<file path="src/rtl/mtm_delay_pipe_if.sv">
// Handshake bundle for mtm_delay_pipe: upstream push side, downstream pop side,
// corner select and status outputs.
interface mtm_delay_pipe_if #(
   parameter int WIDTH = 8
);
   logic [1:0]       sel;
   logic             in_valid;
   logic             in_ready;
   logic [WIDTH-1:0] in_data;
   logic             out_valid;
   logic             out_ready;
   logic [WIDTH-1:0] out_data;
   logic [7:0]       lat_active;
   logic             busy;

   modport master (
      output sel, in_valid, in_data, out_ready,
      input  in_ready, out_valid, out_data, lat_active, busy
   );

   modport slave (
      input  sel, in_valid, in_data, out_ready,
      output in_ready, out_valid, out_data, lat_active, busy
   );
endinterface

</file>
<file path="src/rtl/mtm_delay_pipe.sv">
// Selectable-latency FIFO: each item matures lat_active cycles after its push and
// leaves in order; the latency corner is only resampled while the pipe is empty.
module mtm_delay_pipe #(
   parameter int WIDTH   = 8,
   parameter int MIN_DLY = 1,
   parameter int TYP_DLY = 2,
   parameter int MAX_DLY = 3,
   parameter int DEPTH   = 4
) (
   input logic            clk,
   input logic            rst,
   mtm_delay_pipe_if.slave bus
);
   localparam int AW = (DEPTH > 1) ? $clog2(DEPTH) : 1;
   localparam int CW = AW + 1;

   if (!((MIN_DLY >= 1) && (MIN_DLY <= TYP_DLY) && (TYP_DLY <= MAX_DLY) &&
         (MAX_DLY <= 255) && (DEPTH >= 2) && (DEPTH <= 64) &&
         ((DEPTH & (DEPTH - 1)) == 0))) begin : g_param_err
      $error("mtm_delay_pipe: illegal parameters MIN=%0d TYP=%0d MAX=%0d DEPTH=%0d",
             MIN_DLY, TYP_DLY, MAX_DLY, DEPTH);
   end

   logic [CW-1:0]    count_q, count_d;
   logic [AW-1:0]    wr_ptr_q, wr_ptr_d;
   logic [AW-1:0]    rd_ptr_q, rd_ptr_d;
   logic [7:0]       lat_q, lat_d;
   logic [7:0]       cd_q [DEPTH];
   logic [7:0]       cd_d [DEPTH];
   logic [WIDTH-1:0] data_q [DEPTH];

   logic [7:0] corner;
   logic [7:0] lat_eff;
   logic       empty;
   logic       push;
   logic       pop;
   logic       out_valid;

   always_comb begin
      case (bus.sel)
         2'd0:    corner = 8'(MIN_DLY);
         2'd2:    corner = 8'(MAX_DLY);
         default: corner = 8'(TYP_DLY);
      endcase
   end

   assign empty     = (count_q == '0);
   assign out_valid = !empty && (cd_q[rd_ptr_q] == 8'd0);
   assign push      = bus.in_valid && bus.in_ready;
   assign pop       = out_valid && bus.out_ready;

   // An empty pipe tracks sel every edge, so a push into it uses this edge's corner.
   assign lat_eff = empty ? corner : lat_q;
   assign lat_d   = lat_eff;

   always_comb begin
      logic [AW-1:0] offset;
      for (int unsigned i = 0; i < DEPTH; i++) begin
         cd_d[i] = cd_q[i];
         offset  = AW'(i) - rd_ptr_q;
         if (({1'b0, offset} < count_q) && (cd_q[i] != 8'd0)) begin
            cd_d[i] = cd_q[i] - 8'd1;
         end
      end
      if (push) begin
         cd_d[wr_ptr_q] = lat_eff - 8'd1;
      end
   end

   always_comb begin
      count_d = count_q;
      case ({push, pop})
         2'b10:   count_d = count_q + CW'(1);
         2'b01:   count_d = count_q - CW'(1);
         default: count_d = count_q;
      endcase
      wr_ptr_d = wr_ptr_q + AW'(push);
      rd_ptr_d = rd_ptr_q + AW'(pop);
   end

   always_ff @(posedge clk or posedge rst) begin
      if (rst) begin
         count_q  <= '0;
         wr_ptr_q <= '0;
         rd_ptr_q <= '0;
         lat_q    <= 8'(TYP_DLY);
         for (int unsigned i = 0; i < DEPTH; i++) begin
            cd_q[i] <= '0;
         end
      end else begin
         count_q  <= count_d;
         wr_ptr_q <= wr_ptr_d;
         rd_ptr_q <= rd_ptr_d;
         lat_q    <= lat_d;
         for (int unsigned i = 0; i < DEPTH; i++) begin
            cd_q[i] <= cd_d[i];
         end
      end
   end

   // Payload storage needs no reset: occupancy is tracked by count/pointers.
   always_ff @(posedge clk) begin
      if (push) begin
         data_q[wr_ptr_q] <= bus.in_data;
      end
   end

   assign bus.in_ready   = (count_q != CW'(DEPTH));
   assign bus.out_valid  = out_valid;
   assign bus.out_data   = data_q[rd_ptr_q];
   assign bus.lat_active = lat_q;
   assign bus.busy       = !empty;
endmodule

</file>
<file path="src/flat_wrapper.sv">
// flat-port wrapper written by rule: the top's interface ports become plain ports
module mtm_delay_pipe_flat 
#(
   parameter int WIDTH   = 8,
   parameter int MIN_DLY = 1,
   parameter int TYP_DLY = 2,
   parameter int MAX_DLY = 3,
   parameter int DEPTH   = 4
)
  (clk, rst, bus_sel, bus_in_valid, bus_in_data, bus_out_ready, bus_in_ready, bus_out_valid, bus_out_data, bus_lat_active, bus_busy);
  mtm_delay_pipe_if #(.WIDTH(WIDTH)) bus_i ();
  input logic clk;
  input logic rst;
  input wire logic [$bits(bus_i.sel)-1:0] bus_sel;
  input wire logic [$bits(bus_i.in_valid)-1:0] bus_in_valid;
  input wire logic [$bits(bus_i.in_data)-1:0] bus_in_data;
  input wire logic [$bits(bus_i.out_ready)-1:0] bus_out_ready;
  output wire logic [$bits(bus_i.in_ready)-1:0] bus_in_ready;
  output wire logic [$bits(bus_i.out_valid)-1:0] bus_out_valid;
  output wire logic [$bits(bus_i.out_data)-1:0] bus_out_data;
  output wire logic [$bits(bus_i.lat_active)-1:0] bus_lat_active;
  output wire logic [$bits(bus_i.busy)-1:0] bus_busy;
  assign bus_i.sel = bus_sel;
  assign bus_i.in_valid = bus_in_valid;
  assign bus_i.in_data = bus_in_data;
  assign bus_i.out_ready = bus_out_ready;
  assign bus_in_ready = bus_i.in_ready;
  assign bus_out_valid = bus_i.out_valid;
  assign bus_out_data = bus_i.out_data;
  assign bus_lat_active = bus_i.lat_active;
  assign bus_busy = bus_i.busy;
  mtm_delay_pipe #(.WIDTH(WIDTH), .MIN_DLY(MIN_DLY), .TYP_DLY(TYP_DLY), .MAX_DLY(MAX_DLY), .DEPTH(DEPTH)) u_core (.clk(clk), .rst(rst), .bus(bus_i));
endmodule
</file>
<file path="config.mk">
export PLATFORM = sky130hd
export DESIGN_NAME = mtm_delay_pipe_flat
export DESIGN_NICKNAME = d
export VERILOG_FILES = /design/src/rtl/mtm_delay_pipe_if.sv /design/src/rtl/mtm_delay_pipe.sv /design/src/flat_wrapper.sv
export SDC_FILE = /design/constraint.sdc
export NUM_CORES = 1
export LEC_CHECK = 0
export BUFFER_PORTS_ARGS = -buffer_cell sky130_fd_sc_hd__buf_2
export CAP_MARGIN = 5
export CORE_MARGIN = 2
export CORE_UTILIZATION = 45
export CTS_CLUSTER_DIAMETER = 30
export CTS_CLUSTER_SIZE = 12
export DETAILED_ROUTE_END_ITERATION = 12
export HOLD_SLACK_MARGIN = 0.06
export PLACE_DENSITY = 0.65
export SYNTH_ARGS = -nofsm -noshare
export SYNTH_HDL_FRONTEND = slang
export SYNTH_SLANG_ARGS = --single-unit
</file>
<file path="constraint.sdc">
create_clock -name clk -period 2.8 [get_ports clk]
set_clock_uncertainty 0.1 [all_clocks]
set_input_delay 0.56 -clock clk [delete_from_list [all_inputs] [get_ports clk]]
set_output_delay 0.56 -clock clk [all_outputs]
set_load 0.02 [all_outputs]
</file>
## After elaboration in Yosys (flattened, before gate mapping)

Memory sizes are Yosys's and may differ from the RTL's.
Cells that the tools add are included.

- Bits in registers: 47
- Bits in writable memories: 32
- Bits of input ports: 14
- Memories: 1

- $add $sub $neg: 13
- Order comparisons: 7
- Eq/ne operators: 4
- Multiplexer cells: 16
- Bitwise logic cells: 2
- Reduce and logical (&&, ||, !) cells: 17

Memories:

| memory | words | width | rd ports | clocked after memory_dff | write ports | line | source |
|---|---|---|---|---|---|---|---|
| u_core.data_q | 4 | 8 | 1 | 0 | 1 | mtm_delay_pipe.sv:30 | `logic [WIDTH-1:0] data_q [DEPTH];` |

Operators with widths:

| operator | number |
|---|---|
| $mux 8 | 8 |
| $sub 8x1->8 const B | 5 |
| $bwmux 32 | 1 |
| $mux 32 | 1 |
| $reduce_bool 8->1 | 4 |
| $bmux 8 s2 | 1 |
| $demux 8 s2 | 1 |
| $lt 2x3->1 | 4 |
| $logic_and 1x1->1 | 8 |
| $logic_not 8->1 | 1 |
| $ge 3x3->1 const B | 2 |
| $not 2->3 | 2 |
| $pmux 3 s2 | 1 |
| $add 2x1->2 | 2 |
| $eq 2x2->1 const B | 2 |
| $pmux 2 s2 | 1 |
| $sub 1x2->2 const A | 2 |
| $sub 2x2->2 const A | 2 |
| $add 3x1->3 const B | 1 |
| $logic_not 3->1 | 1 |
| $lt 3x1->1 const B | 1 |
| $ne 3x3->1 const B | 1 |
| $sub 3x1->3 const B | 1 |
| $eq 2x1->1 const B | 1 |
| 4 further kinds | 5 |

## Logic depth before layout (Yosys ltp)

Gate-level depths: netlist of the first run.

- Word-level depth: 9
- Gate-level depth with buffers: 11
- Depth with buffers taken out: 11

## Worst setup path after synthesis of the first run

OpenSTA, ideal clock, no wires.

- Path kind: register to register
- From: reg u_core.cd_q[27] in the netlist's numbering
- To: reg u_core.count_q[2]
- Library setup time: 0.080 ns
- Data arrival time: 2.594 ns
- Required time: 2.620 ns
- Setup slack: 0.026 ns
- Stages on the path, launching flop included: 12
- Buffers on the path: 0
- Period minus slack after synthesis: 2.774 ns
- Cells stage by stage: dfrtp_1 > nor4_1 > a311oi_1 > a31oi_1 > o311a_1 > and2_1 > ha_1 > inv_1 > fa_1 > xor2_1 > nor2_1 > xnor2_1

- Longest elaborated chain between the ends: 8
- Elaborated cells on any way between the ends: 10
- Classes of those cells: eq/ne (2); mux (4); reduce/logical (4)

Ends and longest elaborated chain:

| what | line | source |
|---|---|---|
| start, declared | mtm_delay_pipe.sv:28 | `logic [7:0] cd_q [DEPTH];` |
| start signal, assigned by index | mtm_delay_pipe.sv:96 | `cd_q[i] <= cd_d[i];` |
| $bmux 8 s2 * | mtm_delay_pipe.sv:48 | `assign out_valid = !empty && (cd_q[rd_ptr_q] == 8'd0);` |
| $mux 8 (not written as such) * (2 in a row) | mtm_delay_pipe.sv:48 |  |
| $logic_not 8->1 * | mtm_delay_pipe.sv:48 |  |
| $logic_and 1x1->1 * | mtm_delay_pipe.sv:48 |  |
| net bus_out_valid | flat_wrapper.sv:19 | `output wire logic [$bits(bus_i.out_valid)-1:0] bus_out_valid;` |
| $logic_and 1x1->1 * | mtm_delay_pipe.sv:50 | `assign pop = out_valid && bus.out_ready;` |
| $eq 2x1->1 / $eq 2x2->1 (equally long branches) | mtm_delay_pipe.sv:72 | `case ({push, pop})` |
| $pmux 3 s2 / $reduce_bool 2->1 (equally long branches) | n/a |  |
| end signal, assigned | mtm_delay_pipe.sv:91 | `count_q <= count_d;` |
| end, declared | mtm_delay_pipe.sv:24 | `logic [CW-1:0] count_q, count_d;` |

The timed path passes the listed nets; every way through them passes the cells marked *. The select of a mux whose other input is x is not followed.
A chain may end at the register's enable or synchronous reset.

## Final worst setup path of the first run

- From: reg u_core.cd_q[12] in the netlist's numbering
- To: reg u_core.count_q[2]

- Longest elaborated chain between the ends: 8
- Elaborated cells on any way between the ends: 10
- Classes of those cells: eq/ne (2); mux (4); reduce/logical (4)

Ends and longest elaborated chain:

| what | line |
|---|---|
| $bmux 8 s2 * | mtm_delay_pipe.sv:48 |
| $mux 8 (not written as such) * (2 in a row) | mtm_delay_pipe.sv:48 |
| $logic_not 8->1 * | mtm_delay_pipe.sv:48 |
| $logic_and 1x1->1 * | mtm_delay_pipe.sv:48 |
| $logic_and 1x1->1 * | mtm_delay_pipe.sv:50 |
| $eq 2x1->1 / $eq 2x2->1 (equally long branches) | mtm_delay_pipe.sv:72 |
| $pmux 3 s2 / $reduce_bool 2->1 (equally long branches) | n/a |

Every way passes the cells marked *; elsewhere a longest branch is shown, timed or not. The select of a mux whose other input is x is not followed.

==> flow_summary.html, run 1 <==
<table>
<tr><th>Metric</th><th>Value</th></tr>
<tr><th colspan="2">Die</th></tr>
<tr><td>Die X-Extent</td><td>99.0 µm</td></tr>
<tr><td>Initial core utilization</td><td>0.466</td></tr>
<tr><td>Die Height</td><td>~99 µm</td></tr>
<tr><td>Ports</td><td>33</td></tr>
<tr><td>Die area</td><td>9810 µm²</td></tr>
<tr><td>Core region area</td><td>slightly below 9000 µm²</td></tr>
<tr><td>Placement Rows</td><td>34</td></tr>
<tr><th colspan="2">Place</th></tr>
<tr><td>Worst setup slack after placement</td><td>between 0.04 and 0.05 ns</td></tr>
<tr><td>Total half-perimeter wirelength after legalization and detailed placement</td><td>6.09 mm</td></tr>
<tr><td>Port-buffer cells</td><td>32</td></tr>
<tr><td>GP Congestion</td><td>slightly below 0.9</td></tr>
<tr><th colspan="2">Hold path</th></tr>
<tr><td>Min-delay worst type</td><td>in -&gt; async</td></tr>
<tr><th colspan="2">Flow run</th></tr>
<tr><td>Max cap viols</td><td>0</td></tr>
<tr><th colspan="2">Critical path</th></tr>
<tr><td>Category of the worst setup path launch point</td><td>flip-flop</td></tr>
<tr><td>Worst R2R Setup Slack</td><td>roughly 0.16 ns</td></tr>
<tr><td>Critical path peak fanout</td><td>5</td></tr>
<tr><td>Endpoint required time on the critical path</td><td>2.98 ns</td></tr>
<tr><td>Worst-case reg-to-reg path depth</td><td>10</td></tr>
<tr><td>Reg2Reg Capture Point</td><td>u_core.count_q[2]$_DFFE_PP0P_</td></tr>
<tr><td>Arrival time reported for the critical path endpoint</td><td>2.82 ns</td></tr>
<tr><td>Worst Setup End Kind</td><td>flip-flop</td></tr>
<tr><td>Crit Path Class</td><td>reg -&gt; reg</td></tr>
<tr><td>Startpoint of the most critical register-to-register path</td><td>u_core.cd_q[12]$_DFF_PP0_</td></tr>
<tr><th colspan="2">Clock network</th></tr>
<tr><td>Worst-path clk slew</td><td>0.09 ns</td></tr>
<tr><td>Number of H-tree levels</td><td>3</td></tr>
<tr><td>Buffer cell driving the clock tree root</td><td>sky130_fd_sc_hd__clkbuf_8</td></tr>
<tr><td>Post-CTS Hold Fix Bufs</td><td>0</td></tr>
<tr><td>Clock tree from TritonCTS</td><td>done</td></tr>
<tr><td>Resized cells post-CTS</td><td>0</td></tr>
<tr><td>Clock buffers created by TritonCTS</td><td>9</td></tr>
<tr><td>Post-CTS setup-driven buffer insertion count</td><td>0</td></tr>
<tr><td>Worst-Skew Late Latency</td><td>0.36 ns</td></tr>
<tr><td>Buffer levels on the longest clock path</td><td>2</td></tr>
<tr><td>Sink count of the clock tree</td><td>between 70 and 80</td></tr>
<tr><th colspan="2">Logic synthesis</th></tr>
<tr><td>Flops &amp; latches, synth</td><td>79</td></tr>
<tr><td>Mapped Avg Cell Area</td><td>11.9 µm²</td></tr>
<tr><td>Top cell type's share of synthesized area</td><td>0.283</td></tr>
<tr><td>Number of instances in the synthesized netlist</td><td>341</td></tr>
<tr><td>Biggest area consumer among synthesized cells</td><td>sky130_fd_sc_hd__dfrtp_1</td></tr>
<tr><td>Most used flip-flop cell after synthesis</td><td>sky130_fd_sc_hd__dfrtp_1</td></tr>
<tr><td>Share of the yosys chip area belonging to registers</td><td>0.526</td></tr>
<tr><td>Most common cell in the netlist</td><td>sky130_fd_sc_hd__dfrtp_1</td></tr>
<tr><td>Library cells used by synthesis</td><td>between 50 and 60</td></tr>
<tr><td>Count of flip-flops with a built-in enable after synthesis</td><td>32</td></tr>
<tr><td>Post-Syn Nets</td><td>372</td></tr>
<tr><td>Leading cell types by total area after synthesis</td><td>sky130_fd_sc_hd__dfrtp_1 28%, sky130_fd_sc_hd__edfxtp_1 24%, sky130_fd_sc_hd__ha_1 4.9%</td></tr>
<tr><td>Total standard cell area after synthesis</td><td>4060 µm²</td></tr>
<tr><td>Cell types with the highest counts after synthesis</td><td>46 x sky130_fd_sc_hd__dfrtp_1, 32 x sky130_fd_sc_hd__edfxtp_1, 25 x sky130_fd_sc_hd__nor2_1</td></tr>
<tr><td>Ys Warns</td><td>0</td></tr>
<tr><td>Share of flip-flops with an asynchronous set or reset</td><td>0.595</td></tr>
<tr><th colspan="2">Global routing</th></tr>
<tr><td>Number of global-route vias before repair</td><td>2875</td></tr>
<tr><td>GR Util All Layers</td><td>0.190</td></tr>
<tr><td>Pin count of the biggest net entering global routing</td><td>26</td></tr>
<tr><td>Global-route congestion overflow total</td><td>0</td></tr>
<tr><td>Antenna violations before repair</td><td>0</td></tr>
<tr><td>Wire length of the first global-routing pass</td><td>14.3 mm</td></tr>
<tr><th colspan="2">Finish</th></tr>
<tr><td>Fillcell total</td><td>between 700 and 800</td></tr>
<tr><td>Final core occ</td><td>0.538</td></tr>
<tr><td>Register Area</td><td>approximately 2100 µm²</td></tr>
<tr><td>Layout Area Growth over Synthesis</td><td>15.5%</td></tr>
<tr><td># diodes</td><td>0</td></tr>
<tr><td>Multi-input gate area in the final layout</td><td>1840 µm²</td></tr>
<tr><td>Layout Nets</td><td>424</td></tr>
<tr><td>Fraction of final layout cells with drive strength greater than 1</td><td>0.234</td></tr>
<tr><th colspan="2">Detailed routing</th></tr>
<tr><td>Residual DRC</td><td>0</td></tr>
<tr><td>Iteration count of the initial detailed-routing pass</td><td>4</td></tr>
<tr><td>Sum of routed wire length over all layers</td><td>8.68 mm</td></tr>
<tr><td>Residual antenna-violating net count after detailed routing</td><td>0</td></tr>
<tr><td>Detail-routed via count per cell</td><td>5.52</td></tr>
<tr><td>Count of vias placed by the detailed router</td><td>2792</td></tr>
<tr><td>Routed length per placed instance</td><td>17.2 µm</td></tr>
<tr><td>DRC violation total after the first TritonRoute iteration</td><td>176</td></tr>
<tr><th colspan="2">Outcome</th></tr>
<tr><td>Run status</td><td>completed</td></tr>
<tr><th colspan="2">Power and ir drop</th></tr>
<tr><td>IR Drop Worst-Case VDD</td><td>approximately 0.27 mV</td></tr>
<tr><td>Total leakage power</td><td>1.87 nW</td></tr>
<tr><td>Power density over the cells</td><td>458 nW/µm²</td></tr>
<tr><th colspan="2">Timing</th></tr>
<tr><td>Final setup violation count</td><td>0</td></tr>
<tr><td>RSZ-0062 raised after global routing</td><td>false</td></tr>
<tr><td>Number of max-slew violations in the final report</td><td>0</td></tr>
<tr><td>Max frequency</td><td>379 MHz</td></tr>
<tr><td>Least setup slack across all paths after layout</td><td>0.159 ns</td></tr>
<tr><td>Max-slew headroom</td><td>0.530</td></tr>
<tr><td>Sum of negative setup slack</td><td>0 ns</td></tr>
<tr><td>Final Hold Fails</td><td>0</td></tr>
<tr><td>Tmin final</td><td>2.64 ns</td></tr>
<tr><td>Actual slew at the worst max-slew pin</td><td>0.704 ns</td></tr>
<tr><td>Part of the cycle the worst path needs</td><td>0.943</td></tr>
<tr><td>Final hold slack</td><td>approximately 0.14 ns</td></tr>
</table>
## stage by stage
stage / total power, W / std cells / area, µm²
CTS: 0.00218 / 506 / 4660
global placement: 0.00127 / 490 / 4450
detailed placement: 0.00127 / 490 / 4450
global route: 0.00223 / 506 / 4690
finish: 0.00215 / 506 / 4690
floorplan: 0.00124 / 341 / 4060
## cell type report
class                   count  area share
flip-flops and latches     79       0.455
multi-input cells         231       0.391
repair buffers             49      0.0613
well taps                 108      0.0288
clock buffers               9      0.0264
clock inverters             7      0.0184
inverters                  23      0.0184
## cells by family (layout without fill, tap and decap cells)
kind of cell | count (synthesis) | count (layout) | synth area share
fa+ha+maj | 17 | 17 | 0.0542
buf+inv | 31 | 88 | 0.0311
simple gates | 104 | 104 | 0.140
compound gates | 60 | 60 | 0.108
flops | 79 | 79 | 0.526
mux | 21 | 21 | 0.0776
xor+xnor | 29 | 29 | 0.0625
## cell usage in the layout (no fill, tap or decap), types with 3 or more instances in the layout
master,Yosys,layout
sky130_fd_sc_hd__dfrtp_1,46,46
sky130_fd_sc_hd__o31ai_1,3,3
sky130_fd_sc_hd__nand4b_1,4,4
sky130_fd_sc_hd__nor2_1,25,24
sky130_fd_sc_hd__xor2_1,15,15
sky130_fd_sc_hd__mux2i_1,9,9
sky130_fd_sc_hd__nor4_1,5,3
sky130_fd_sc_hd__nand2_1,14,14
sky130_fd_sc_hd__edfxtp_1,32,32
sky130_fd_sc_hd__o21ai_0,11,11
sky130_fd_sc_hd__and2_1,8,8
sky130_fd_sc_hd__nand4_1,7,7
sky130_fd_sc_hd__inv_1,22,21
sky130_fd_sc_hd__inv_6,0,3
sky130_fd_sc_hd__clkbuf_8,0,9
sky130_fd_sc_hd__buf_2,5,32
sky130_fd_sc_hd__o21a_1,3,3
sky130_fd_sc_hd__nor3_1,10,9
sky130_fd_sc_hd__nand3_1,10,10
sky130_fd_sc_hd__nor2b_1,3,3
sky130_fd_sc_hd__nand2b_1,5,5
sky130_fd_sc_hd__mux2_2,4,4
sky130_fd_sc_hd__mux4_2,8,8
sky130_fd_sc_hd__buf_4,1,17
sky130_fd_sc_hd__xnor2_1,14,14
sky130_fd_sc_hd__ha_1,16,16
sky130_fd_sc_hd__a21oi_1,15,15
sky130_fd_sc_hd__nor3_2,2,3
## per-layer routing
| metal | vias to the layer above | share of wire | global-route usage |
|---|---|---|---|
| met5 | - | 0 | 0 |
| met4 | 0 | 0.016 | 0.0748 |
| met3 | 8 | 0.035 | 0.0454 |
| met2 | 42 | 0.48 | 0.302 |
| met1 | 1392 | 0.47 | 0.252 |
| li1 | 1350 | - | - |
## registers in the layout, indices dropped and copies added (netlist names)
register and flops:
u_core.count_q 3, u_core.rd_ptr_q 2, u_core.data_q 32, u_core.wr_ptr_q 2, u_core.cd_q 32, u_core.bus.lat_active 8
## report_power, final
group	switching (W)	internal (W)	leakage [nW]
registers	0.00000107	0.00120	0.833
logic	0.0000265	0.0000111	0.932
clock network	0.000471	0.000434	0.105
## worst max-delay path by stage
stage,start,to,slack [ns]
5_1_grt,u_core.cd_q[19]$_DFF_PP0_,u_core.count_q[2]$_DFFE_PP0P_,0.001
3_5_place_dp,u_core.cd_q[4]$_DFF_PP0_,u_core.count_q[2]$_DFFE_PP0P_,0.05
2_1_floorplan,u_core.cd_q[27]$_DFF_PP0_,u_core.count_q[2]$_DFFE_PP0P_,0.03
6_report,u_core.cd_q[12]$_DFF_PP0_,u_core.count_q[2]$_DFFE_PP0P_,0.16
4_1_cts,u_core.cd_q[27]$_DFF_PP0_,u_core.count_q[2]$_DFFE_PP0P_,0.03
3_3_place_gp,u_core.cd_q[4]$_DFF_PP0_,u_core.count_q[2]$_DFFE_PP0P_,0.11
## critical path: stages (launching register included)
cell                      delay, ns
sky130_fd_sc_hd__dfrtp_1       0.42
sky130_fd_sc_hd__or3_1         0.42
sky130_fd_sc_hd__nor3_1        0.24
sky130_fd_sc_hd__o311a_1       0.20
sky130_fd_sc_hd__and2_1        0.17
sky130_fd_sc_hd__ha_1          0.19
sky130_fd_sc_hd__inv_1         0.06
sky130_fd_sc_hd__fa_1          0.38
sky130_fd_sc_hd__xor2_1        0.15
sky130_fd_sc_hd__nor2_1        0.11
sky130_fd_sc_hd__xnor2_1       0.12
Note: power is estimated with default switching activity, not from simulation.
==> run 2, diff against run 1 <==
HOLD_SLACK_MARGIN = 0.1   (was 0.06)
REMOVE_ABC_BUFFERS = 1   (was default)
==> run 2 against run 1 <==
Effect of this change:
- die area unchanged
- global-route usage down 0.19 points
- combinational power about the same
- clock power up 4.4%
- non-clock buffer count up 5
- first-iteration DRC count down 32%
- sequential cell count unchanged
- worst setup slack worse by 0.044 ns
- maximum frequency down 1.7%
- sequential share of layout area down 0.36 points
- sequential power about the same
- cell count up 0.99%
- critical path type unchanged
- largest cell class unchanged
==> flow_summary.html, run 2 (same netlist as run 1, synthesis figures left out) <==
<table>
<tr><th>Metric</th><th>Value</th></tr>
<tr><th colspan="2">Clock network</th></tr>
<tr><td>Clock buffers created by TritonCTS</td><td>9 (unchanged)</td></tr>
<tr><td>Buffer cell driving the clock tree root</td><td>sky130_fd_sc_hd__clkbuf_8</td></tr>
<tr><td>Buffer levels on the longest clock path</td><td>2 (unchanged)</td></tr>
<tr><td>Post-CTS Hold Fix Bufs</td><td>0 (unchanged)</td></tr>
<tr><td>Number of H-tree levels</td><td>3 (unchanged)</td></tr>
<tr><td>Sink count of the clock tree</td><td>79 (unchanged)</td></tr>
<tr><td>Worst-path clk slew</td><td>0.09 ns (about the same)</td></tr>
<tr><td>Clock tree from TritonCTS</td><td>done</td></tr>
<tr><td>Worst-Skew Late Latency</td><td>0.36 ns (about the same)</td></tr>
<tr><th colspan="2">Power and ir drop</th></tr>
<tr><td>Power density over the cells</td><td>462 nW/µm² (+1.1%)</td></tr>
<tr><td>Total power</td><td>0.00219 W (+1.9%)</td></tr>
<tr><td>Total leakage power</td><td>1.90 nW (+1.7%)</td></tr>
<tr><td>IR Drop Worst-Case VDD</td><td>0.193 mV (-27%)</td></tr>
<tr><th colspan="2">Timing</th></tr>
<tr><td>Actual slew at the worst max-slew pin</td><td>0.706 ns (+0.00206 ns)</td></tr>
<tr><td>Final hold slack</td><td>0.175 ns (+0.0385 ns)</td></tr>
<tr><td>Final setup violation count</td><td>0 (unchanged)</td></tr>
<tr><td>Final Hold Fails</td><td>0 (unchanged)</td></tr>
<tr><td>Max-slew headroom</td><td>0.529 (-0.00137)</td></tr>
<tr><td>Tmin final</td><td>2.69 ns (+0.0445 ns)</td></tr>
<tr><td>Part of the cycle the worst path needs</td><td>0.959 (+0.0159)</td></tr>
<tr><td>Number of max-slew violations in the final report</td><td>0 (unchanged)</td></tr>
<tr><td>Sum of negative setup slack</td><td>0 ns (unchanged)</td></tr>
<tr><td>Max frequency</td><td>372 MHz (-1.7%)</td></tr>
<tr><td>Least setup slack across all paths after layout</td><td>0.114 ns (-0.0445 ns)</td></tr>
<tr><th colspan="2">Critical path</th></tr>
<tr><td>Critical path, cell by cell</td><td>nor4_2, buf_4, a311oi_1, a31oi_1, o311a_1, and2_4, ha_2, inv_1, fa_1, xor2_1, nor2_1, xnor2_1</td></tr>
<tr><td>Reg2Reg Capture Point</td><td>u_core.count_q[2]$_DFFE_PP0P_</td></tr>
<tr><td>Crit path buffers/inverters</td><td>2 (+1)</td></tr>
<tr><td>Crit Path Class</td><td>reg -&gt; reg</td></tr>
<tr><td>Arrival time reported for the critical path endpoint</td><td>2.88 ns (+0.06 ns)</td></tr>
<tr><td>Slowest cell on the critical path</td><td>sky130_fd_sc_hd__dfrtp_1</td></tr>
<tr><td>Worst Setup End Kind</td><td>flip-flop</td></tr>
<tr><td>Count of cell instances traversed by the critical path</td><td>12 (+2)</td></tr>
<tr><td>Critical path peak fanout</td><td>4 (-1)</td></tr>
<tr><td>Startpoint of the most critical register-to-register path</td><td>u_core.cd_q[28]$_DFF_PP0_</td></tr>
<tr><td>Category of the worst setup path launch point</td><td>flip-flop</td></tr>
<tr><td>Kind of cell adding the most delay to the critical path</td><td>adder cells</td></tr>
<tr><td>Worst R2R Setup Slack</td><td>0.11 ns (-0.04 ns)</td></tr>
<tr><td>Worst-case reg-to-reg path depth</td><td>12 (+2)</td></tr>
<tr><td>Critical path's largest stage delay</td><td>0.42 ns (about the same)</td></tr>
<tr><td>Endpoint required time on the critical path</td><td>2.99 ns (about the same)</td></tr>
<tr><th colspan="2">Die</th></tr>
<tr><td>Placement Rows</td><td>34 (unchanged)</td></tr>
<tr><td>Die Height</td><td>99.0 µm (unchanged)</td></tr>
<tr><td>Ports</td><td>33 (unchanged)</td></tr>
<tr><td>Die area</td><td>9810 µm² (unchanged)</td></tr>
<tr><td>Initial core utilization</td><td>0.466 (unchanged)</td></tr>
<tr><td>Die X-Extent</td><td>99.0 µm (unchanged)</td></tr>
<tr><td>Core region area</td><td>8720 µm² (unchanged)</td></tr>
<tr><th colspan="2">Global routing</th></tr>
<tr><td>Global-route congestion overflow total</td><td>0 (unchanged)</td></tr>
<tr><td>Wire length of the first global-routing pass</td><td>14.2 mm (-1.1%)</td></tr>
<tr><td>Antenna violations before repair</td><td>0 (unchanged)</td></tr>
<tr><td>GR Util All Layers</td><td>0.188 (-0.00186)</td></tr>
<tr><td>Number of global-route vias before repair</td><td>2822 (-1.8%)</td></tr>
<tr><td>Pin count of the biggest net entering global routing</td><td>32 (+23%)</td></tr>
<tr><th colspan="2">Outcome</th></tr>
<tr><td>Run status</td><td>completed</td></tr>
<tr><th colspan="2">Place</th></tr>
<tr><td>GP Congestion</td><td>0.835 (-3.9%)</td></tr>
<tr><td>Port-buffer cells</td><td>32 (unchanged)</td></tr>
<tr><td>Worst setup slack after placement</td><td>0.0900 ns (+0.0436 ns)</td></tr>
<tr><td>Total half-perimeter wirelength after legalization and detailed placement</td><td>6.21 mm (+1.9%)</td></tr>
<tr><th colspan="2">Detailed routing</th></tr>
<tr><td>Residual antenna-violating net count after detailed routing</td><td>0 (unchanged)</td></tr>
<tr><td>Routed length per placed instance</td><td>17.2 µm (+0.24%)</td></tr>
<tr><td>Residual DRC</td><td>0 (unchanged)</td></tr>
<tr><td>DRC violation total after the first TritonRoute iteration</td><td>120 (-32%)</td></tr>
<tr><td>Sum of routed wire length over all layers</td><td>8.79 mm (+1.2%)</td></tr>
<tr><td>Detail-routed via count per cell</td><td>5.60 (+1.5%)</td></tr>
<tr><td>Iteration count of the initial detailed-routing pass</td><td>4 (unchanged)</td></tr>
<tr><td>Count of vias placed by the detailed router</td><td>2861 (+2.5%)</td></tr>
<tr><th colspan="2">Finish</th></tr>
<tr><td>Layout Nets</td><td>429 (+1.2%)</td></tr>
<tr><td>Most frequent standard cell in the layout excluding fill and tap cells</td><td>sky130_fd_sc_hd__dfrtp_1</td></tr>
<tr><td>Register Area</td><td>2140 µm² (unchanged)</td></tr>
<tr><td>Most frequent cells in the layout</td><td>46 x sky130_fd_sc_hd__dfrtp_1, 32 x sky130_fd_sc_hd__buf_2, 32 x sky130_fd_sc_hd__edfxtp_1</td></tr>
<tr><td>Fillcell total</td><td>763 (+5.4%)</td></tr>
<tr><td>Fraction of final layout cells with drive strength greater than 1</td><td>0.248 (+0.0145)</td></tr>
<tr><td>Multi-input gate area in the final layout</td><td>1830 µm² (-0.48%)</td></tr>
<tr><td># diodes</td><td>0 (unchanged)</td></tr>
<tr><td>Layout Area Growth over Synthesis</td><td>16.4%</td></tr>
<tr><td>Final core occ</td><td>0.543 (+0.00430)</td></tr>
<tr><th colspan="2">Flow run</th></tr>
<tr><td>Max cap viols</td><td>0 (unchanged)</td></tr>
<tr><th colspan="2">Hold path</th></tr>
<tr><td>Min-delay worst type</td><td>in -&gt; async</td></tr>
</table>
run 2: cell count changes in the layout (fill, tap and decap cells not counted), moves of 2 or more:
cell / delta
sky130_fd_sc_hd__nor4_4: -2
sky130_fd_sc_hd__buf_4: +5
sky130_fd_sc_hd__clkinv_2: +2
sky130_fd_sc_hd__inv_8: -2
sky130_fd_sc_hd__nor4_2: +3
run 2: worst max path at each step:
| stage | start | end | slack [ns] |
|---|---|---|---|
| 2_1_floorplan | u_core.cd_q[27]$_DFF_PP0_ | u_core.count_q[2]$_DFFE_PP0P_ | 0.02 |
| 3_3_place_gp | u_core.cd_q[27]$_DFF_PP0_ | u_core.count_q[2]$_DFFE_PP0P_ | 0.16 |
| 3_5_place_dp | u_core.cd_q[27]$_DFF_PP0_ | u_core.count_q[2]$_DFFE_PP0P_ | 0.09 |
| 4_1_cts | u_core.cd_q[27]$_DFF_PP0_ | u_core.count_q[2]$_DFFE_PP0P_ | 0.07 |
| 5_1_grt | u_core.cd_q[27]$_DFF_PP0_ | u_core.count_q[2]$_DFFE_PP0P_ | -0.06 |
| 6_report | u_core.cd_q[28]$_DFF_PP0_ | u_core.count_q[2]$_DFFE_PP0P_ | 0.11 |
run 2: metrics by stage:
stage | cell area [µm²] | cells
4_1_cts | 4680 | 508
3_5_place_dp | 4460 | 492
5_1_grt | 4730 | 511
6_report | 4730 | 511
3_3_place_gp | 4460 | 492
2_1_floorplan | 4020 | 333
run 2: repair_timing:
action / in CTS / in global routing
buffers inserted: 0 / 3
gates resized for setup: 0 / 6
endpoints found under the setup margin: 0 / 1
run 2: final cells by class:
class | instances | area share
sequential | 79 | 0.452
multi-input combinational | 231 | 0.386
timing repair buffer | 54 | 0.0687
tap | 108 | 0.0286
clock buffer | 9 | 0.0262
clock inverter | 7 | 0.0201
inverter | 23 | 0.0182
run 2: worst register-to-register path, stage by stage, from the launching register on:
cell and delay, ns:
sky130_fd_sc_hd__dfrtp_1 0.42, sky130_fd_sc_hd__nor4_2 0.26, sky130_fd_sc_hd__buf_4 0.17, sky130_fd_sc_hd__a311oi_1 0.11
sky130_fd_sc_hd__a31oi_1 0.17, sky130_fd_sc_hd__o311a_1 0.24, sky130_fd_sc_hd__and2_4 0.16, sky130_fd_sc_hd__ha_2 0.18
sky130_fd_sc_hd__inv_1 0.05, sky130_fd_sc_hd__fa_1 0.37, sky130_fd_sc_hd__xor2_1 0.15, sky130_fd_sc_hd__nor2_1 0.12
sky130_fd_sc_hd__xnor2_1 0.12
run 2: routing by layer:
metal / track usage / routed length, µm
met5: 0 / 0
met4: 0.0548 / 145
met3: 0.0496 / 490
met2: 0.313 / 4440
met1: 0.242 / 3710
run 2: where the power goes:
part / internal, W / total, W / switching [W]
logic: 0.0000110 / 0.0000372 / 0.0000261
clock network: 0.000505 / 0.000945 / 0.000440
registers: 0.00120 / 0.00121 / 0.00000114
total: 0.00172 / 0.00219 / 0.000467
==> run 3, diff against run 2 <==
CTS_BUF_LIST = sky130_fd_sc_hd__clkbuf_8   (was default)
PLACE_DENSITY = 0.67   (was 0.65)
==> run 3 against run 2 <==
Effect of this change:
- sequential share of layout area is 0.46 points higher
- register-to-register slack better by 0.05 ns
- sequential power about the same
- clock power fell by 0.4%
==> flow_summary.html, run 3 (same netlist as run 1, synthesis figures left out) <==
<table>
<tr><th>Metric</th><th>Value</th></tr>
<tr><th colspan="2">Clock network</th></tr>
<tr><td>Sink count of the clock tree</td><td>79 (unchanged)</td></tr>
<tr><td>Post-CTS setup-driven buffer insertion count</td><td>0 (unchanged)</td></tr>
<tr><td>Clock buffers created by TritonCTS</td><td>9 (unchanged)</td></tr>
<tr><td>Clock tree from TritonCTS</td><td>done</td></tr>
<tr><td>Buffer cell driving the clock tree root</td><td>sky130_fd_sc_hd__clkbuf_8</td></tr>
<tr><td>Number of H-tree levels</td><td>3 (unchanged)</td></tr>
<tr><td>Buffer levels on the longest clock path</td><td>2 (unchanged)</td></tr>
<tr><td>Worst-Skew Late Latency</td><td>0.35 ns (about the same)</td></tr>
<tr><td>Worst-path clk slew</td><td>0.09 ns (about the same)</td></tr>
<tr><th colspan="2">Timing</th></tr>
<tr><td>Final hold slack</td><td>0.317 ns (+0.142 ns)</td></tr>
<tr><td>Final setup violation count</td><td>0 (unchanged)</td></tr>
<tr><td>Max frequency</td><td>380 MHz (+2.0%)</td></tr>
<tr><td>Least setup slack across all paths after layout</td><td>0.166 ns (+0.0517 ns)</td></tr>
<tr><td>Tmin final</td><td>2.63 ns (-0.0517 ns)</td></tr>
<tr><td>Part of the cycle the worst path needs</td><td>0.941 (-0.0184)</td></tr>
<tr><td>Number of max-slew violations in the final report</td><td>0 (unchanged)</td></tr>
<tr><td>Final Hold Fails</td><td>0 (unchanged)</td></tr>
<tr><td>Max-slew headroom</td><td>0.546 (+0.0174)</td></tr>
<tr><td>Actual slew at the worst max-slew pin</td><td>0.680 ns (-0.0261 ns)</td></tr>
<tr><th colspan="2">Flow run</th></tr>
<tr><td>Max cap viols</td><td>0 (unchanged)</td></tr>
<tr><th colspan="2">Place</th></tr>
<tr><td>Worst setup slack after placement</td><td>0.115 ns (+0.0250 ns)</td></tr>
<tr><td>Cell count after placement</td><td>488 (-0.81%)</td></tr>
<tr><td>Total half-perimeter wirelength after legalization and detailed placement</td><td>6.11 mm (-1.6%)</td></tr>
<tr><td>GP Congestion</td><td>0.883 (+5.7%)</td></tr>
<tr><td>Port-buffer cells</td><td>32 (unchanged)</td></tr>
<tr><th colspan="2">Critical path</th></tr>
<tr><td>Arrival time reported for the critical path endpoint</td><td>2.81 ns (-0.07 ns)</td></tr>
<tr><td>Critical path's largest stage delay</td><td>0.42 ns (about the same)</td></tr>
<tr><td>Category of the worst setup path launch point</td><td>flip-flop</td></tr>
<tr><td>Critical path, cell by cell</td><td>nor4_2, nand4_1, a31oi_1, o311a_1, and2_1, ha_1, inv_1, fa_1, xor2_1, nor2_1, xnor2_1</td></tr>
<tr><td>Kind of cell adding the most delay to the critical path</td><td>simple AND/OR/NAND/NOR gates</td></tr>
<tr><td>Critical path peak fanout</td><td>4 (unchanged)</td></tr>
<tr><td>Crit path buffers/inverters</td><td>1 (-1)</td></tr>
<tr><td>Slowest cell on the critical path</td><td>sky130_fd_sc_hd__dfrtp_1</td></tr>
<tr><td>Endpoint required time on the critical path</td><td>2.98 ns (about the same)</td></tr>
<tr><td>Crit Path Class</td><td>reg -&gt; reg</td></tr>
<tr><td>Worst Setup End Kind</td><td>flip-flop</td></tr>
<tr><th colspan="2">Die</th></tr>
<tr><td>Die area</td><td>9810 µm² (unchanged)</td></tr>
<tr><td>Die X-Extent</td><td>99.0 µm (unchanged)</td></tr>
<tr><td>Core region area</td><td>8720 µm² (unchanged)</td></tr>
<tr><td>Initial core utilization</td><td>0.466 (unchanged)</td></tr>
<tr><td>Placement Rows</td><td>34 (unchanged)</td></tr>
<tr><td>Ports</td><td>33 (unchanged)</td></tr>
<tr><td>Die Height</td><td>99.0 µm (unchanged)</td></tr>
<tr><th colspan="2">Finish</th></tr>
<tr><td>Layout Nets</td><td>423 (-1.4%)</td></tr>
<tr><td>Fraction of final layout cells with drive strength greater than 1</td><td>0.229 (-0.0189)</td></tr>
<tr><td>Layout Area Growth over Synthesis</td><td>15.3%</td></tr>
<tr><td># diodes</td><td>0 (unchanged)</td></tr>
<tr><td>Most frequent cells in the layout</td><td>45 x sky130_fd_sc_hd__dfrtp_1, 32 x sky130_fd_sc_hd__buf_2, 32 x sky130_fd_sc_hd__edfxtp_1</td></tr>
<tr><td>Number of cells in the finished layout apart from fillers</td><td>505 (-1.2%)</td></tr>
<tr><td>Most frequent standard cell in the layout excluding fill and tap cells</td><td>sky130_fd_sc_hd__dfrtp_1</td></tr>
<tr><td>Final core occ</td><td>0.537 (-0.00516)</td></tr>
<tr><td>Fillcell total</td><td>751 (-1.6%)</td></tr>
<tr><th colspan="2">Power and ir drop</th></tr>
<tr><td>Power density over the cells</td><td>466 nW/µm² (+0.87%)</td></tr>
<tr><td>Total leakage power</td><td>1.87 nW (-1.8%)</td></tr>
<tr><td>IR Drop Worst-Case VDD</td><td>0.195 mV (+1.3%)</td></tr>
<tr><th colspan="2">Detailed routing</th></tr>
<tr><td>Sum of routed wire length over all layers</td><td>8.59 mm (-2.2%)</td></tr>
<tr><td>Iteration count of the initial detailed-routing pass</td><td>4 (unchanged)</td></tr>
<tr><td>Routed length per placed instance</td><td>17.0 µm (-1.1%)</td></tr>
<tr><td>DRC violation total after the first TritonRoute iteration</td><td>88 (-27%)</td></tr>
<tr><td>Count of vias placed by the detailed router</td><td>2794 (-2.3%)</td></tr>
<tr><td>Detail-routed via count per cell</td><td>5.53 (-1.2%)</td></tr>
<tr><td>Residual DRC</td><td>0 (unchanged)</td></tr>
<tr><td>Residual antenna-violating net count after detailed routing</td><td>0 (unchanged)</td></tr>
<tr><th colspan="2">Global routing</th></tr>
<tr><td>Global-route congestion overflow total</td><td>0 (unchanged)</td></tr>
<tr><td>Number of global-route vias before repair</td><td>2816 (-0.21%)</td></tr>
<tr><td>GR Util All Layers</td><td>0.185 (-0.00323)</td></tr>
<tr><td>Antenna violations before repair</td><td>0 (unchanged)</td></tr>
<tr><td>Pin count of the biggest net entering global routing</td><td>22 (-31%)</td></tr>
<tr><td>Wire length of the first global-routing pass</td><td>13.9 mm (-2.0%)</td></tr>
<tr><th colspan="2">Hold path</th></tr>
<tr><td>Min-delay worst type</td><td>in -&gt; reg</td></tr>
<tr><th colspan="2">Outcome</th></tr>
<tr><td>Run status</td><td>completed</td></tr>
</table>
-- run 3: changes by cell type in the layout (fill, tap and decap cells not counted), sizes merged --
cell / previous run / this run
inv: 25 / 26
dlygate4sd3: 0 / 1
buf: 54 / 47
clkinv: 2 / 0
clkinvlp: 1 / 2
-- run 3: metal layers --
metal | global-route usage | vias up | routed length, µm
li1 | - | 1357 | -
met2 | 0.309 | 62 | 4260
met3 | 0.0390 | 16 | 355
met1 | 0.231 | 1359 | 3790
met5 | 0 | - | 0
met4 | 0.0801 | 0 | 186
-- run 3: final cells by class --
type,instances,area (µm²),share of cell area
Clock buffer,9,124,0.0264
Clock inverter,7,96.3,0.0206
Inverter,23,86.3,0.0184
Multi-Input combinational cell,231,1820,0.389
Sequential cell,79,2140,0.456
Tap cell,108,135,0.0288
Timing Repair Buffer,48,283,0.0603
-- run 3: where the power goes --
part / internal [W] / switching (W) / total [W]
Combinational: 0.0000120 / 0.0000272 / 0.0000391
Clock: 0.000505 / 0.000436 / 0.000941
Sequential: 0.00120 / 0.00000117 / 0.00121
-- run 3: worst paths after layout --
path,cells after the start,slack (ns),from,endpoint
worst max-delay path,11,0.17,u_core.cd_q[4]$_DFF_PP0_,u_core.count_q[2]$_DFFE_PP0P_
worst min-delay path,1,0.32,bus_in_data[0],u_core.data_q[0][0]$_DFFE_PP_
worst max register to register,11,0.17,u_core.cd_q[4]$_DFF_PP0_,u_core.count_q[2]$_DFFE_PP0P_
worst min register to register,1,0.44,u_core.bus.lat_active[7]$_DFF_PP0_,u_core.bus.lat_active[7]$_DFF_PP0_
max in group asynchronous,4,1.34,rst,u_core.bus.lat_active[1]$_DFF_PP1_
min in group asynchronous,3,0.64,rst,u_core.bus.lat_active[3]$_DFF_PP0_
-- run 3: what timing repair did --
item | in CTS | in global routing
endpoints found under the setup margin | 0 | 1
hold buffers | 1 | 0
endpoints found under the hold margin | 15 | 0
gates resized for setup | 0 | 5
-- run 3: metrics by stage --
| step | TNS (ns) | power, W | area, µm² |
|---|---|---|---|
| after floorplan | 0 | 0.00124 | 4020 |
| after global placement | 0 | 0.00127 | 4430 |
| after detailed placement | 0 | 0.00127 | 4430 |
| after CTS | 0 | 0.00221 | 4660 |
| after global routing | -0.0393 | 0.00227 | 4690 |
| final | 0 | 0.00219 | 4690 |
